`src/rtl/pipe_divider_pkg.sv`:
```
// pipe_divider_pkg: shared sizing helpers and the single restoring-division step
// nstages    : number of compute stages for a width / steps-per-stage pair
// stage_bits : packed width of one pipeline stage record for a given operand width
// div_step   : one MSB-first restoring step, returns {rem_next, qbit}
package pipe_divider_pkg;
    localparam int MAX_W = 64;
    function automatic int nstages(input int d_width, input int steps_per_stage);
        return d_width / steps_per_stage;
    endfunction
    function automatic int stage_bits(input int d_width);
        return 3 * d_width + 5;
    endfunction
    // Operands are zero-extended to MAX_W by the caller; the partial remainder stays
    // below the divisor, so the extra top bit of the shifted value is a clean borrow detector.
    function automatic logic [MAX_W+1:0] div_step(
        input logic [MAX_W:0]   rem,
        input logic             dbit,
        input logic [MAX_W-1:0] divisor
    );
        logic [MAX_W+1:0] shifted;
        logic [MAX_W+1:0] diff;
        shifted = {rem, dbit};
        diff    = shifted - {2'b00, divisor};
        return diff[MAX_W+1] ? {shifted[MAX_W:0], 1'b0} : {diff[MAX_W:0], 1'b1};
    endfunction
endpackage

```
`src/rtl/pipe_divider_stage.sv`:
```
// pipe_divider_stage: STEPS restoring-division steps followed by a stall-holding register
// clk, rst : clock, asynchronous active-high reset (clears the whole stage record)
// stall    : hold the register contents this cycle
// d        : incoming stage record {valid, dz, qsign, rsign, partial_rem, quot_shift, divisor}
// q        : registered stage record after STEPS steps
module pipe_divider_stage
    import pipe_divider_pkg::*;
#(
    parameter int D_WIDTH = 16,
    parameter int STEPS   = 1
) (
    input  logic                           clk,
    input  logic                           rst,
    input  logic                           stall,
    input  logic [stage_bits(D_WIDTH)-1:0] d,
    output logic [stage_bits(D_WIDTH)-1:0] q
);
    typedef struct packed {
        logic               valid;
        logic               dz;
        logic               qsign;
        logic               rsign;
        logic [D_WIDTH:0]   partial_rem;
        logic [D_WIDTH-1:0] quot_shift;
        logic [D_WIDTH-1:0] divisor;
    } stage_t;

    stage_t cur;
    stage_t nxt;
    logic   qbit;

    assign cur = d;

    // quot_shift feeds dividend bits out of its MSB while quotient bits enter at its LSB
    always_comb begin
        nxt  = cur;
        qbit = 1'b0;
        for (int i = 0; i < STEPS; i++) begin
            {nxt.partial_rem, qbit} = (D_WIDTH + 2)'(div_step((MAX_W + 1)'(nxt.partial_rem),
                                                              nxt.quot_shift[D_WIDTH-1],
                                                              MAX_W'(nxt.divisor)));
            nxt.quot_shift = {nxt.quot_shift[D_WIDTH-2:0], qbit};
        end
    end

    always_ff @(posedge clk or posedge rst)
        if (rst)
            q <= '0;
        else if (!stall)
            q <= nxt;
endmodule

```
`src/rtl/pipe_divider.sv`:
```
// pipe_divider: fully pipelined restoring integer divider with valid/ready handshake
// clk, rst              : clock, asynchronous active-high reset
// in_valid/in_ready     : input handshake, in_ready = !(out_valid && !out_ready)
// dividend, divisor     : operands (D_WIDTH bits)
// out_valid/out_ready   : output handshake, whole pipe holds while stalled
// quotient, remainder   : results; div_by_zero flags a zero divisor
// Latency is 1 + D_WIDTH/STEPS_PER_STAGE cycles.
// Macro PIPE_DIVIDER_SIGNED_EN selects two's complement operands, truncating toward zero.
module pipe_divider
    import pipe_divider_pkg::*;
#(
    parameter int D_WIDTH         = 16,
    parameter int STEPS_PER_STAGE = 1
) (
    input  logic               clk,
    input  logic               rst,
    input  logic               in_valid,
    output logic               in_ready,
    input  logic [D_WIDTH-1:0] dividend,
    input  logic [D_WIDTH-1:0] divisor,
    output logic               out_valid,
    input  logic               out_ready,
    output logic [D_WIDTH-1:0] quotient,
    output logic [D_WIDTH-1:0] remainder,
    output logic               div_by_zero
);
    if (STEPS_PER_STAGE < 1 || D_WIDTH < 2 || D_WIDTH > MAX_W || D_WIDTH % STEPS_PER_STAGE != 0) begin : g_bad_cfg
        $error("pipe_divider: need 2 <= D_WIDTH <= 64 and STEPS_PER_STAGE dividing D_WIDTH");
    end

    localparam int NSTAGES = nstages(D_WIDTH, STEPS_PER_STAGE);
    localparam int SW      = stage_bits(D_WIDTH);

    typedef struct packed {
        logic               valid;
        logic               dz;
        logic               qsign;
        logic               rsign;
        logic [D_WIDTH:0]   partial_rem;
        logic [D_WIDTH-1:0] quot_shift;
        logic [D_WIDTH-1:0] divisor;
    } stage_t;

    logic [SW-1:0]      pipe [NSTAGES+1];
    stage_t             head;
    stage_t             last;
    logic               stall;
    logic               qs;
    logic               rs;
    logic [D_WIDTH-1:0] mag_a;
    logic [D_WIDTH-1:0] mag_b;
    logic [D_WIDTH-1:0] q_mag;
    logic [D_WIDTH-1:0] r_mag;
    logic               unused_last;

    assign last      = pipe[NSTAGES];
    assign stall     = last.valid && !out_ready;
    assign in_ready  = !stall;
    assign out_valid = last.valid;

`ifdef PIPE_DIVIDER_SIGNED_EN
    assign qs    = dividend[D_WIDTH-1] ^ divisor[D_WIDTH-1];
    assign rs    = dividend[D_WIDTH-1];
    assign mag_a = rs ? -dividend : dividend;
    assign mag_b = divisor[D_WIDTH-1] ? -divisor : divisor;
`else
    assign qs    = 1'b0;
    assign rs    = 1'b0;
    assign mag_a = dividend;
    assign mag_b = divisor;
`endif

    always_ff @(posedge clk or posedge rst)
        if (rst)
            head <= '0;
        else if (!stall)
            head <= '{valid: in_valid && in_ready, dz: divisor == '0, qsign: qs, rsign: rs,
                      partial_rem: '0, quot_shift: mag_a, divisor: mag_b};

    assign pipe[0] = head;

    for (genvar k = 0; k < NSTAGES; k++) begin : g_stage
        pipe_divider_stage #(
            .D_WIDTH(D_WIDTH),
            .STEPS  (STEPS_PER_STAGE)
        ) u_stage (
            .clk  (clk),
            .rst  (rst),
            .stall(stall),
            .d    (pipe[k]),
            .q    (pipe[k+1])
        );
    end

    assign q_mag       = last.quot_shift;
    assign r_mag       = last.partial_rem[D_WIDTH-1:0];
    assign div_by_zero = last.dz;

    // A zero divisor keeps the all-ones quotient unsigned; negating the remainder
    // magnitude with the dividend sign restores the original dividend.
`ifdef PIPE_DIVIDER_SIGNED_EN
    assign quotient  = last.dz ? '1 : last.qsign ? -q_mag : q_mag;
    assign remainder = last.rsign ? -r_mag : r_mag;
`else
    assign quotient  = last.dz ? '1 : q_mag;
    assign remainder = r_mag;
`endif

    assign unused_last = ^{last.qsign, last.rsign, last.divisor, last.partial_rem[D_WIDTH]};
endmodule

```
`config.mk`:
```
export PLATFORM = sky130hd
export DESIGN_NAME = pipe_divider
export DESIGN_NICKNAME = d
export VERILOG_FILES = /design/src/rtl/pipe_divider_pkg.sv /design/src/rtl/pipe_divider_stage.sv /design/src/rtl/pipe_divider.sv
export SDC_FILE = /design/constraint.sdc
export NUM_CORES = 2
export LEC_CHECK = 0
export CORE_MARGIN = 1.5
export CORE_UTILIZATION = 49
export DETAILED_ROUTE_END_ITERATION = 12
export PLACE_DENSITY = 0.63
export SLEW_MARGIN = 25
export SYNTH_ARGS = -nofsm -noshare
export SYNTH_HDL_FRONTEND = slang
export SYNTH_SLANG_ARGS = --single-unit
```
`constraint.sdc`:
```
create_clock -name clk -period 47.5 [get_ports clk]
set_input_delay 4.75 -clock clk [delete_from_list [all_inputs] [get_ports clk]]
set_output_delay 4.75 -clock clk [all_outputs]
set_load 0.05 [all_outputs]
```
Word-level counts from Yosys, hierarchy flattened
Cells that the tools add are included.
Cells by class
  reductions and logical operators: 5
  muxes and demuxes: 17
  add/subtract/negate cells: 16
Operators by type and width (count)
  two-way mux 18 bit: 16
  subtractor 18 x 16 -> 19 bit: 15
  subtractor 1 x 16 -> 17 bit: 1
  logical NOT 16 bit: 1
  two-way mux 16 bit: 1
  logical AND 1 bit: 2
  logical NOT 1 bit: 2
Storage, ports and cells
  flip-flop bits (word level): 850
  bits of input ports: 36

Depth between registers and ports, before layout
  word-level depth: 4
  gate-level depth with buffers: 14
  mapped depth without buffers: 12

By module
A second synthesis with hierarchy kept.
Second synthesis, totals
  cell total of the unflattened synthesis: 5022
  area total of the unflattened synthesis: 49900.4 um^2
Modules (own cells, without submodules)
  pipe_divider_stage (g_stage[0].u_stage ...): area an instance 3090.5 um^2, times used 7, cells an instance 319
  pipe_divider_stage (g_stage[3].u_stage ...): area an instance 2947.8 um^2, times used 7, cells an instance 300
  pipe_divider_stage (g_stage[10].u_stage ...): area an instance 3034.2 um^2, times used 2, cells an instance 295
  pipe_divider: area an instance 1564.0 um^2, times used 1, cells an instance 99

Least setup slack after synthesis
OpenSTA, ideal clock, no wires.
  kind: in2out
  from: input port out_ready
  to: output port in_ready
  stages on the path: 6
  data arrival time: 6.174 ns
  path slack: 36.576 ns
  buffers on the path: 4
  required time: 42.750 ns
  cell sequence: nor2b_1 -> clkbuf_1 -> inv_2 -> clkbuf_1 -> clkbuf_1 -> clkbuf_1
On the way
  word-level cells in the longest chain between the ends: 3
Ends and longest elaborated chain
  start: declaration: line pipe_divider.sv:22  | input logic out_ready,
  logical NOT 1 bit: line pipe_divider.sv:57  | assign stall = last.valid && !out_ready;
  logical AND 1 bit: line pipe_divider.sv:57
  logical NOT 1 bit
  end: declaration: line pipe_divider.sv:18  | output logic in_ready,
Every way passes these cells.

Worst setup path in the final report
Ends and elaborated chain as after synthesis.

==> metrics.md <==
| Metric | Value |
|---|---|
| Aggregate negative setup slack | 0 ns |
| Sequential fraction of the synthesis area | 0.469 |
| Synth top cells by count | 1417 x nand2_1, 832 x dfrtp_1, 399 x o21ai_0, 371 x nor2_1, 316 x a21oi_1 |
| Maximum clock path buffer count | 3 |
| Detail-routed via count per cell | 5.25 |
| Overall overflow remaining after global route | 0 |
| Final Worst Setup Slack | 36.16 ns |
| Number of endpoints with negative hold slack in the final report | 0 |
| Via count of the first global-routing pass | 32.0k |
| Number of warnings reported in the yosys synthesis log | 0 |
| Share of Yosys cell area claimed by the top area cell type | 0.469 |
| Class of the most critical setup path | in -> out |
| Detail Route Antenna Nets | 0 |
| H-tree depth reported by CTS | 3 |
| Largest fanout of any net on the critical path | 62 |
| Unrepaired setup endpoints after global routing | false |
| Synthesized net count | 5435 |
| CTS tree | yes |
| Overall die width | 304 µm |
| # rows | 110 |
| DRC violation count after routing | 0 |
| Initial antenna violation count | 0 |
| Maximum clock frequency | 0.0882 GHz |
| Number of synthesized flops with an enable pin | 0 |
| Setup WS pre-CTS | 36.16 ns |
| Synth Instances | 5142 |
| Cell at the root of the clock tree | clkbuf_16 |
| Global Route Usage Sum | 0.206 |
| Relative slew slack | 0.296 |
| Average size of a mapped cell | 8.63 µm² |
| Final critical delay including setup and external delays | 11.34 ns |
| Die Y | 304 µm |
| Footprint of the flip-flops and latches | 20800 µm² |
| Iter 0 DRT Violations | 2084 |
| Cts bufs inserted | 91 |
| Cells resized by post-CTS repair | 0 |
| Area of the core region | 89900 µm² |
| Yosys top cell by area | dfrtp_1 |
| Count of buffers inserted at the top-level ports | 70 |
| Most common cell in the netlist | nand2_1 |
| Max-cap viol count | 0 |
| Synthesized cell area | 44400 µm² |
| Number of library cell types mapped by synthesis | 86 |
| Synth area leaders | dfrtp_1 47%, nand2_1 12%, ha_1 6.8% |
| Number of buffers inserted by hold repair at cts | 0 |
| Initial Utilization | 0.494 |
| Type of element capturing the critical path | primary output |
| Total via count after detailed routing | 33.3k |
| Area growth from synthesis to layout | 10.1% |
| Full die area | 92400 µm² |
| Ys async rst share | 1.00 |
| Count of antenna diodes in the layout | 0 |
| Half-perimeter wire length after placement | 64.6 mm |
| Average wire per cell in the routed design | 14.7 µm |
| Wire length of the first global-routing pass | 161 mm |
| Number of detailed-route iterations in the first pass | 5 |
| Buffers inserted during post-CTS setup optimization | 0 |
| Net count, final | 5384 |
| Synthesized flop and latch total | 832 |
| Clk sinks | 832 |
| Category of the worst setup path launch point | input pin |
| Finish-stage setup viols | 0 |
| Number of inserted filler cells in the final layout | 8441 |
| Worst Path Arrival | 6.59 ns |
| Routability-driven placement congestion ratio | 0.840 |
| Fraction of layout cells with a size suffix above 1 | 0.0486 |
| DP Area | 45900 µm² |
| Clock slew at reported path FFs | 0.06 ns |
| Status | complete, no violations |
| Drt total wl | 93.5 mm |
| Worst hold path type | reg -> reg |
| Worst path required time | 42.75 ns |
| Multi-input combinational cell area | 21400 µm² |
| Clk Latency, worst-skew pair | 0.66 ns |
| Fin. max-slew vios | 0 |
| Most used flip-flop cell after synthesis | dfrtp_1 |
| Worst-margin pin slew | 1.05 ns |
| Setup skew after layout | 0.0278 ns |
| Post-Layout Inst Area | 48900 µm² |
| I/O Pins | 71 |
| Largest net degree at the start of global routing | 212 |
| Post-route fraction of the period consumed by the critical path | 0.239 |
==> worst max-delay path: stages <==
cell             delay, ns
clkdlybuf4s50_1       0.50
nor2b_4               0.08
inv_8                 0.28
clkdlybuf4s50_1       0.90
==> worst paths after layout <==
path                       slack (ns)  cells after the start                   endpoint                      start
setup / recovery                36.16                      4                   in_ready                  out_ready
hold / removal                   0.46                      2  g_stage[15].u_stage.q[18]  g_stage[15].u_stage.q[18]
setup reg to reg                43.61                     12   g_stage[4].u_stage.q[37]   g_stage[3].u_stage.q[31]
hold reg to reg                  0.46                      2  g_stage[15].u_stage.q[18]  g_stage[15].u_stage.q[18]
max in group asynchronous       40.15                      5   g_stage[0].u_stage.q[13]                        rst
min in group asynchronous        4.64                      2   g_stage[8].u_stage.q[31]                        rst
==> cell usage in the layout (no fill, tap or decap), types with 14 or more instances in the layout <==
master,count
clkbuf_16,95
nand2b_1,25
a31oi_1,81
dfrtp_1,832
o31ai_1,18
or3_1,29
a211oi_1,30
clkinv_2,22
nor3_1,57
o21ai_0,399
a21o_1,62
nor2_1,371
buf_4,22
inv_1,296
o21bai_1,16
and2_1,17
nor2b_1,24
clkbuf_8,14
ha_1,242
a21oi_1,315
fa_1,15
mux2i_1,112
o21a_1,38
nand2_1,1417
or2_2,30
clkbuf_1,27
nor4_1,14
nand3_1,49
and3_1,20
clkdlybuf4s50_1,70
xor2_1,56
xnor2_1,111
o211ai_1,25
==> metal layers <==
metal	routed length, µm	track usage	vias to the layer above
met3	2470	0.0262	137
met4	2020	0.0513	0
met5	0	0	-
met1	45800	0.294	15579
li1	-	-	17179
met2	43200	0.332	378
==> kinds of logic (layout without fill, tap and decap cells) <==
logic type	after synthesis	in the layout	share of synthesized area
multiplexers	118	118	0.0268
AO/OA/AOI/OAI	1108	1108	0.150
buffers and inverters	545	569	0.0492
adder cells (fa/ha/maj)	257	257	0.0750
AND/OR/NAND/NOR	2115	2115	0.197
flip-flops	832	832	0.469
XOR/XNOR	167	167	0.0330
==> flip-flops by register name, indices dropped and copies added (netlist names) <==
register           count
g_stage.u_stage.q    798
head                  34
==> cell type report <==
cell class | instances | share of cell area
timing repair buffer | 103 | 0.0222
clock inverter | 32 | 0.00576
clock buffer | 136 | 0.0546
tap | 1176 | 0.0301
multi-input combinational | 3765 | 0.438
sequential | 832 | 0.426
inverter | 298 | 0.0232
==> stage by stage <==
stage               hold WS [ns]  utilization  std cells
global route               0.476        0.544       6342
global placement           0.445        0.510       6172
finish                     0.456        0.544       6342
floorplan                  0.430            -       5142
CTS                        0.461        0.543       6340
detailed placement         0.447        0.510       6172
Power is not shown: default switching activity piles up to over one toggle a cycle in this logic, so the estimate is an artifact.
